## config.mk

```make
export PLATFORM = sky130hd
export DESIGN_NAME = ws2801_receiver
export DESIGN_NICKNAME = d
export VERILOG_FILES = /design/src/rtl/ws2801_pkg.sv /design/src/rtl/ws2801_receiver_sync_ff.sv /design/src/rtl/ws2801_receiver.sv
export SDC_FILE = /design/constraint.sdc
export NUM_CORES = 1
export LEC_CHECK = 0
export BUFFER_PORTS_ARGS = -buffer_cell sky130_fd_sc_hd__buf_2
export CORE_AREA = 2 2 85 87
export CTS_CLUSTER_DIAMETER = 60
export DETAILED_ROUTE_END_ITERATION = 16
export DIE_AREA = 0 0 87 89
export GPL_TIMING_DRIVEN = 1
export PLACE_DENSITY = 0.68
export SLEW_MARGIN = 20
export SYNTH_ARGS = -nofsm -noshare
export SYNTH_HDL_FRONTEND = slang
export SYNTH_SLANG_ARGS = --single-unit
```

## constraint.sdc

```tcl
create_clock -name clk -period 2.2 [get_ports clk]
set_input_delay 0.44 -clock clk [delete_from_list [all_inputs] [get_ports clk]]
set_output_delay 0.44 -clock clk [all_outputs]
set_load 0.01 [all_outputs]
```

## src/rtl/ws2801_pkg.sv

```systemverilog
// Shared WS2801 definitions used by the receiver and the LED driver.
package ws2801_pkg;

    // Bits per LED colour word (8 bits each of three channels).
    localparam int RGB_BITS = 24;

    // Continuous cki-low cycles that mark the end of a frame (500 us at 12.5 MHz).
    localparam int LATCH_CYCLES_DEFAULT = 6250;

    typedef logic [RGB_BITS-1:0] rgb_t;

endpackage

```

## src/rtl/ws2801_receiver_sync_ff.sv

```systemverilog
// Multi-flop synchronizer for a single asynchronous input bit.
module sync_ff #(
    parameter int DEPTH = 2
) (
    input  logic clk,
    input  logic rst_n,
    input  logic d,
    output logic q
);

    logic [DEPTH-1:0] sync_q;
    logic [DEPTH-1:0] sync_d;

    // Shift the raw input one stage deeper each clock.
    always_comb begin
        sync_d = {sync_q[DEPTH-2:0], d};
    end

    // Synchronizer flops, cleared while reset is held.
    always_ff @(posedge clk or negedge rst_n) begin
        if (!rst_n) begin
            sync_q <= '0;
        end else begin
            sync_q <= sync_d;
        end
    end

    assign q = sync_q[DEPTH-1];

endmodule

```

## src/rtl/ws2801_receiver.sv

```systemverilog
// WS2801 LED receiver: captures the first 24 serial bits of a frame, forwards
// every later bit downstream, and latches the colour after a long cki-low gap.
module ws2801_receiver
    import ws2801_pkg::*;
#(
    parameter int LATCH_CYCLES = LATCH_CYCLES_DEFAULT,
    parameter int SYNC_STAGES  = 2
) (
    input  logic clk,
    input  logic rst,
    input  logic cki,
    input  logic sdi,
    output logic cko,
    output logic sdo,
    output rgb_t rgb,
    output logic rgbValid,
    output logic frameError
);

    localparam int                IDLE_W   = $clog2(LATCH_CYCLES + 1);
    localparam logic [IDLE_W-1:0] IDLE_MAX = IDLE_W'(LATCH_CYCLES);
    localparam logic [IDLE_W-1:0] IDLE_ARM = IDLE_W'(LATCH_CYCLES - 1);
    localparam logic [4:0]        BIT_FULL = 5'(RGB_BITS);
    localparam logic [4:0]        BIT_LAST = 5'(RGB_BITS - 1);

    logic              cki_s;
    logic              sdi_s;
    logic              cki_rise;
    logic              latch_evt;
    logic              fwd_pulse;

    logic              cki_prev_q,    cki_prev_d;
    rgb_t              shift_reg_q,   shift_reg_d;
    logic [4:0]        bit_count_q,   bit_count_d;
    logic [IDLE_W-1:0] idle_count_q,  idle_count_d;
    logic              forwarding_q,  forwarding_d;
    logic              pulse_fwd_q,   pulse_fwd_d;
    rgb_t              rgb_q,         rgb_d;
    logic              rgb_valid_q,   rgb_valid_d;
    logic              frame_error_q, frame_error_d;
    logic              cko_q,         cko_d;
    logic              sdo_q,         sdo_d;

    sync_ff #(.DEPTH(SYNC_STAGES)) u_sync_cki (
        .clk   (clk),
        .rst_n (rst),
        .d     (cki),
        .q     (cki_s)
    );

    sync_ff #(.DEPTH(SYNC_STAGES)) u_sync_sdi (
        .clk   (clk),
        .rst_n (rst),
        .d     (sdi),
        .q     (sdi_s)
    );

    // Next-state logic: bit capture, idle timing, latch decisions and forwarding.
    always_comb begin
        cki_rise  = cki_s & ~cki_prev_q;
        // A high cki clears the idle timer first, so a coincident rise blocks the latch.
        latch_evt = ~cki_s && (idle_count_q == IDLE_ARM);

        cki_prev_d    = cki_s;
        shift_reg_d   = shift_reg_q;
        bit_count_d   = bit_count_q;
        idle_count_d  = idle_count_q;
        forwarding_d  = forwarding_q;
        rgb_d         = rgb_q;
        rgb_valid_d   = 1'b0;
        frame_error_d = 1'b0;

        if (cki_s) begin
            idle_count_d = '0;
        end else if (idle_count_q != IDLE_MAX) begin
            idle_count_d = idle_count_q + 1'b1;
        end

        if (cki_rise && (bit_count_q != BIT_FULL)) begin
            shift_reg_d = {shift_reg_q[RGB_BITS-2:0], sdi_s};
            bit_count_d = bit_count_q + 5'd1;
            if (bit_count_q == BIT_LAST) begin
                forwarding_d = 1'b1;
            end
        end

        // An idle gap with no bits received leaves everything untouched.
        if (latch_evt && (bit_count_q != 5'd0)) begin
            if (bit_count_q == BIT_FULL) begin
                rgb_d       = shift_reg_q;
                rgb_valid_d = 1'b1;
            end else begin
                frame_error_d = 1'b1;
            end
            shift_reg_d  = '0;
            bit_count_d  = 5'd0;
            forwarding_d = 1'b0;
        end

        // Only pulses whose rising edge arrives after forwarding is set go downstream;
        // this keeps the tail of the 24th bit's own pulse off cko.
        fwd_pulse   = cki_rise ? forwarding_q : pulse_fwd_q;
        pulse_fwd_d = cki_s & fwd_pulse;
        cko_d       = forwarding_q & cki_s & fwd_pulse;
        sdo_d       = forwarding_q ? sdi_s : 1'b0;
    end

    // State and output registers, all cleared by the asynchronous reset.
    always_ff @(posedge clk or negedge rst) begin
        if (!rst) begin
            cki_prev_q    <= 1'b0;
            shift_reg_q   <= '0;
            bit_count_q   <= 5'd0;
            idle_count_q  <= '0;
            forwarding_q  <= 1'b0;
            pulse_fwd_q   <= 1'b0;
            rgb_q         <= '0;
            rgb_valid_q   <= 1'b0;
            frame_error_q <= 1'b0;
            cko_q         <= 1'b0;
            sdo_q         <= 1'b0;
        end else begin
            cki_prev_q    <= cki_prev_d;
            shift_reg_q   <= shift_reg_d;
            bit_count_q   <= bit_count_d;
            idle_count_q  <= idle_count_d;
            forwarding_q  <= forwarding_d;
            pulse_fwd_q   <= pulse_fwd_d;
            rgb_q         <= rgb_d;
            rgb_valid_q   <= rgb_valid_d;
            frame_error_q <= frame_error_d;
            cko_q         <= cko_d;
            sdo_q         <= sdo_d;
        end
    end

    assign cko        = cko_q;
    assign sdo        = sdo_q;
    assign rgb        = rgb_q;
    assign rgbValid   = rgb_valid_q;
    assign frameError = frame_error_q;

endmodule
```

==> qor.yml <==
critical_path:
  reg2reg_from: "idle_count_q[9]"
  crit_fanout: 13
  worstRegToRegCells: 5
  crit_required_ns: 2.42
  crit_type: "flip-flop to flip-flop"
  critPathArrivalTime_ns: 2.28
  end_kind: "flip-flop"
  r2r_setup_slack_ns: 0.14
  r2r-end: "rgb[12]"
  cp-start-kind: "flip-flop"
clock_network:
  post_cts_buffers: 0
  cts-resized-gates: 0
  clock-sinks: 77
  ctsHoldBuffers: 0
  cts_tree: "done"
  insertion_delay_ns: 0.33
  cts_max_path_buffers: 2
  clk_pin_slew_worst_paths_ns: 0.08
  htreeDepth: 3
  cts-root-buf: "clkbuf_8"
  numCtsBuffers: 9
sta:
  slew_headroom: 0.715
  finalSetupViolCount: 0
  fin_hold_ws_ns: 0.0470
  slew_violations: 0
  max_freq_ghz: 0.486
  skew_ns: 0.00580
  period_minus_slack_ns: 2.06
  hold_violations: 0
  rsz0062_at_grt: "no"
  finalSetupTns_ns: 0
  tightest_slew_ns: 0.428
  fin_crit_sh: 0.935
grt:
  grt_pass1_vias: 2172
  gr-total-overflow: 0
  grt_max_degree: 36
  grt_antenna_before_repair: 0
  grt.total_usage: 0.174
  grt_pass1_wl_um: 10400
die:
  die_w_um: 87
  io_pins: 32
  rows: 30
  die_area_um2: 7740
  fp.coreArea_um2: 6720
  die_h_um: 89
  initial_core_util: 0.493
layout:
  final_nets: 330
  drive_gt1_frac: 0.271
  syn_to_final_growth_pct: 14.7
  n_antenna_cell: 0
  fin_cells: 405
  stdcell_area_um2: 3800
drt:
  drtIter0Drc: 122
  drt_wl_total_um: 6060
  avgRoutedWirePerCell_um: 15.0
  drc: 0
  num_vias: 2165
  routed_via_density: 5.35
  first_pass_iters: 4
  ant_nets: 0
synth:
  ys_ff_latch: 77
  synth_cells: 282
  synth_nets: 291
  netlist_area_um2: 3310
  syn-mean-instance-area_um2: 11.7
  ys_types: 33
  yosysSeqAreaShare: 0.582
  ys_warn_count: 0
place:
  dpl_cell_area_um2: 3600
  io_buffers: 31
  gp_congestion: 0.903
  dpl.cell_count: 390
  place.detailed.hpwl_um: 4020
run:
  drv_cap: 0
outcome:
  status: "finished, final reports clean"
pwr:
  irDropWorstVdd_mv: 0.380
  power_density_nw_per_um2: 796
  p_leak_nw: 1.84
hold_path:
  hp-class: "input pin to async pin"
[cells in the mapped netlist]
cell       n  area [um^2]
and2_1     4         25.0
and3_1     3         18.8
nand2b_1   1         6.26
a21oi_1   28          140
nand3b_1   1         7.51
and4_1     1         8.76
or3_1      1         6.26
nand2_1   29          109
dfrtp_1   77         1930
buf_6      3         33.8
mux2_4    20          300
and4b_1    1         10.0
nor4b_4    2         47.6
nand4_1    9         56.3
nand4b_1   1         8.76
ha_1       5         62.6
nor3_1     2         10.0
clkbuf_1  11         41.3
o21ai_0    1         5.00
nor2_1    18         67.6
buf_2      1         5.00
a211oi_1   1         7.51
a41oi_1    1         8.76
mux2_2     4         45.0
nor2b_1    3         18.8
nor4b_2    1         15.0
inv_1      6         22.5
buf_1      1         3.75
xnor2_1    7         61.3
nand3_1   30          150
nor4b_1    1         8.76
mux2i_1    1         10.0
xor2_1     7         61.3
[how the worst max path moves through the flow]
stage	slack [ns]	to	start
after floorplan	0.21	rgb[10]	idle_count_q[4]
after global placement	0.23	rgb[8]	idle_count_q[9]
after detailed placement	0.16	rgb[10]	idle_count_q[9]
after CTS	0.14	rgb[19]	idle_count_q[9]
after global routing	0.03	rgb[19]	idle_count_q[9]
final	0.14	rgb[12]	idle_count_q[9]
[cell families (layout without fill, tap and decap cells)]
kind of cell	Yosys count	count (layout)	synth area share
and+or+nand+nor	108	108	0.174
AOI/OAI and AO/OA	31	31	0.0488
adders and majority gates	5	5	0.0189
muxes	25	25	0.107
xor gates and xnor gates	14	14	0.0371
DFF	77	77	0.582
buffers and inverters	22	65	0.0321
[power by group]
part	internal [mW]	total (mW)	leakage [nW]	switching, mW
clock	0.576	1.06	0.101	0.481
sequential	1.54	1.67	1.04	0.125
combinational	0.137	0.299	0.691	0.162
total	2.25	3.02	1.84	0.768
[sequential cells by signal, indices dropped and copies added, names as in the netlist]
register           count
rgb                   24
shift_reg_q           24
idle_count_q          13
bit_count_q            5
u_sync_cki.sync_q      2
u_sync_sdi.sync_q      2
cki_prev_q             1
cko                    1
forwarding_q           1
frameError             1
pulse_fwd_q            1
rgbValid               1
sdo                    1
[critical path: stages, from the launching register on]
cell and delay, ns:
dfrtp_1 0.44, nor4b_2 0.39, nand4_1 0.21, nor4b_4 0.26, buf_4 0.31, mux2_4 0.33
[metal layers]
layer	global-route usage	wire, um	up-vias
li1	-	-	1045
met3	0.0305	180	10
met2	0.260	2850	44
met5	0	0	-
met4	0.0795	104	0
met1	0.250	2920	1066
[area by class of cell]
type                       instances  area [um^2]
fill                             554         2920
tap                               80          100
clock inverter                     4         47.5
sequential                        77         1930
timing repair buffer              44          268
clock buffer                      11          151
inverter                           6         22.5
multi-input combinational        183         1280
[through the flow]
| step | setup slack, ns | util | power (mW) |
|---|---|---|---|
| CTS | 0.143 | 0.565 | 3.06 |
| global route | 0.0282 | 0.565 | 3.19 |
| floorplan | 0.209 | - | 1.88 |
| global placement | 0.232 | 0.536 | 1.98 |
| detailed placement | 0.164 | 0.536 | 2.00 |
| finish | 0.142 | 0.565 | 3.02 |
[placed cells by master, fill, tap and decap left out, drive strengths merged]
cell type	count
xnor2	7
clkbuf	11
nor2	18
o21ai	1
nor4b	4
ha	5
a41oi	1
nand2	29
mux2i	1
nand3	30
nor2b	3
xor2	7
nand3b	1
a211oi	1
clkinvlp	1
dfrtp	77
mux2	24
and3	3
nand4b	1
and2	4
inv	6
nand2b	1
or3	1
clkinv	2
and4	1
bufinv	1
nand4	9
a21oi	28
buf	44
nor3	2
and4b	1
Power figures use the tool's default switching activity.
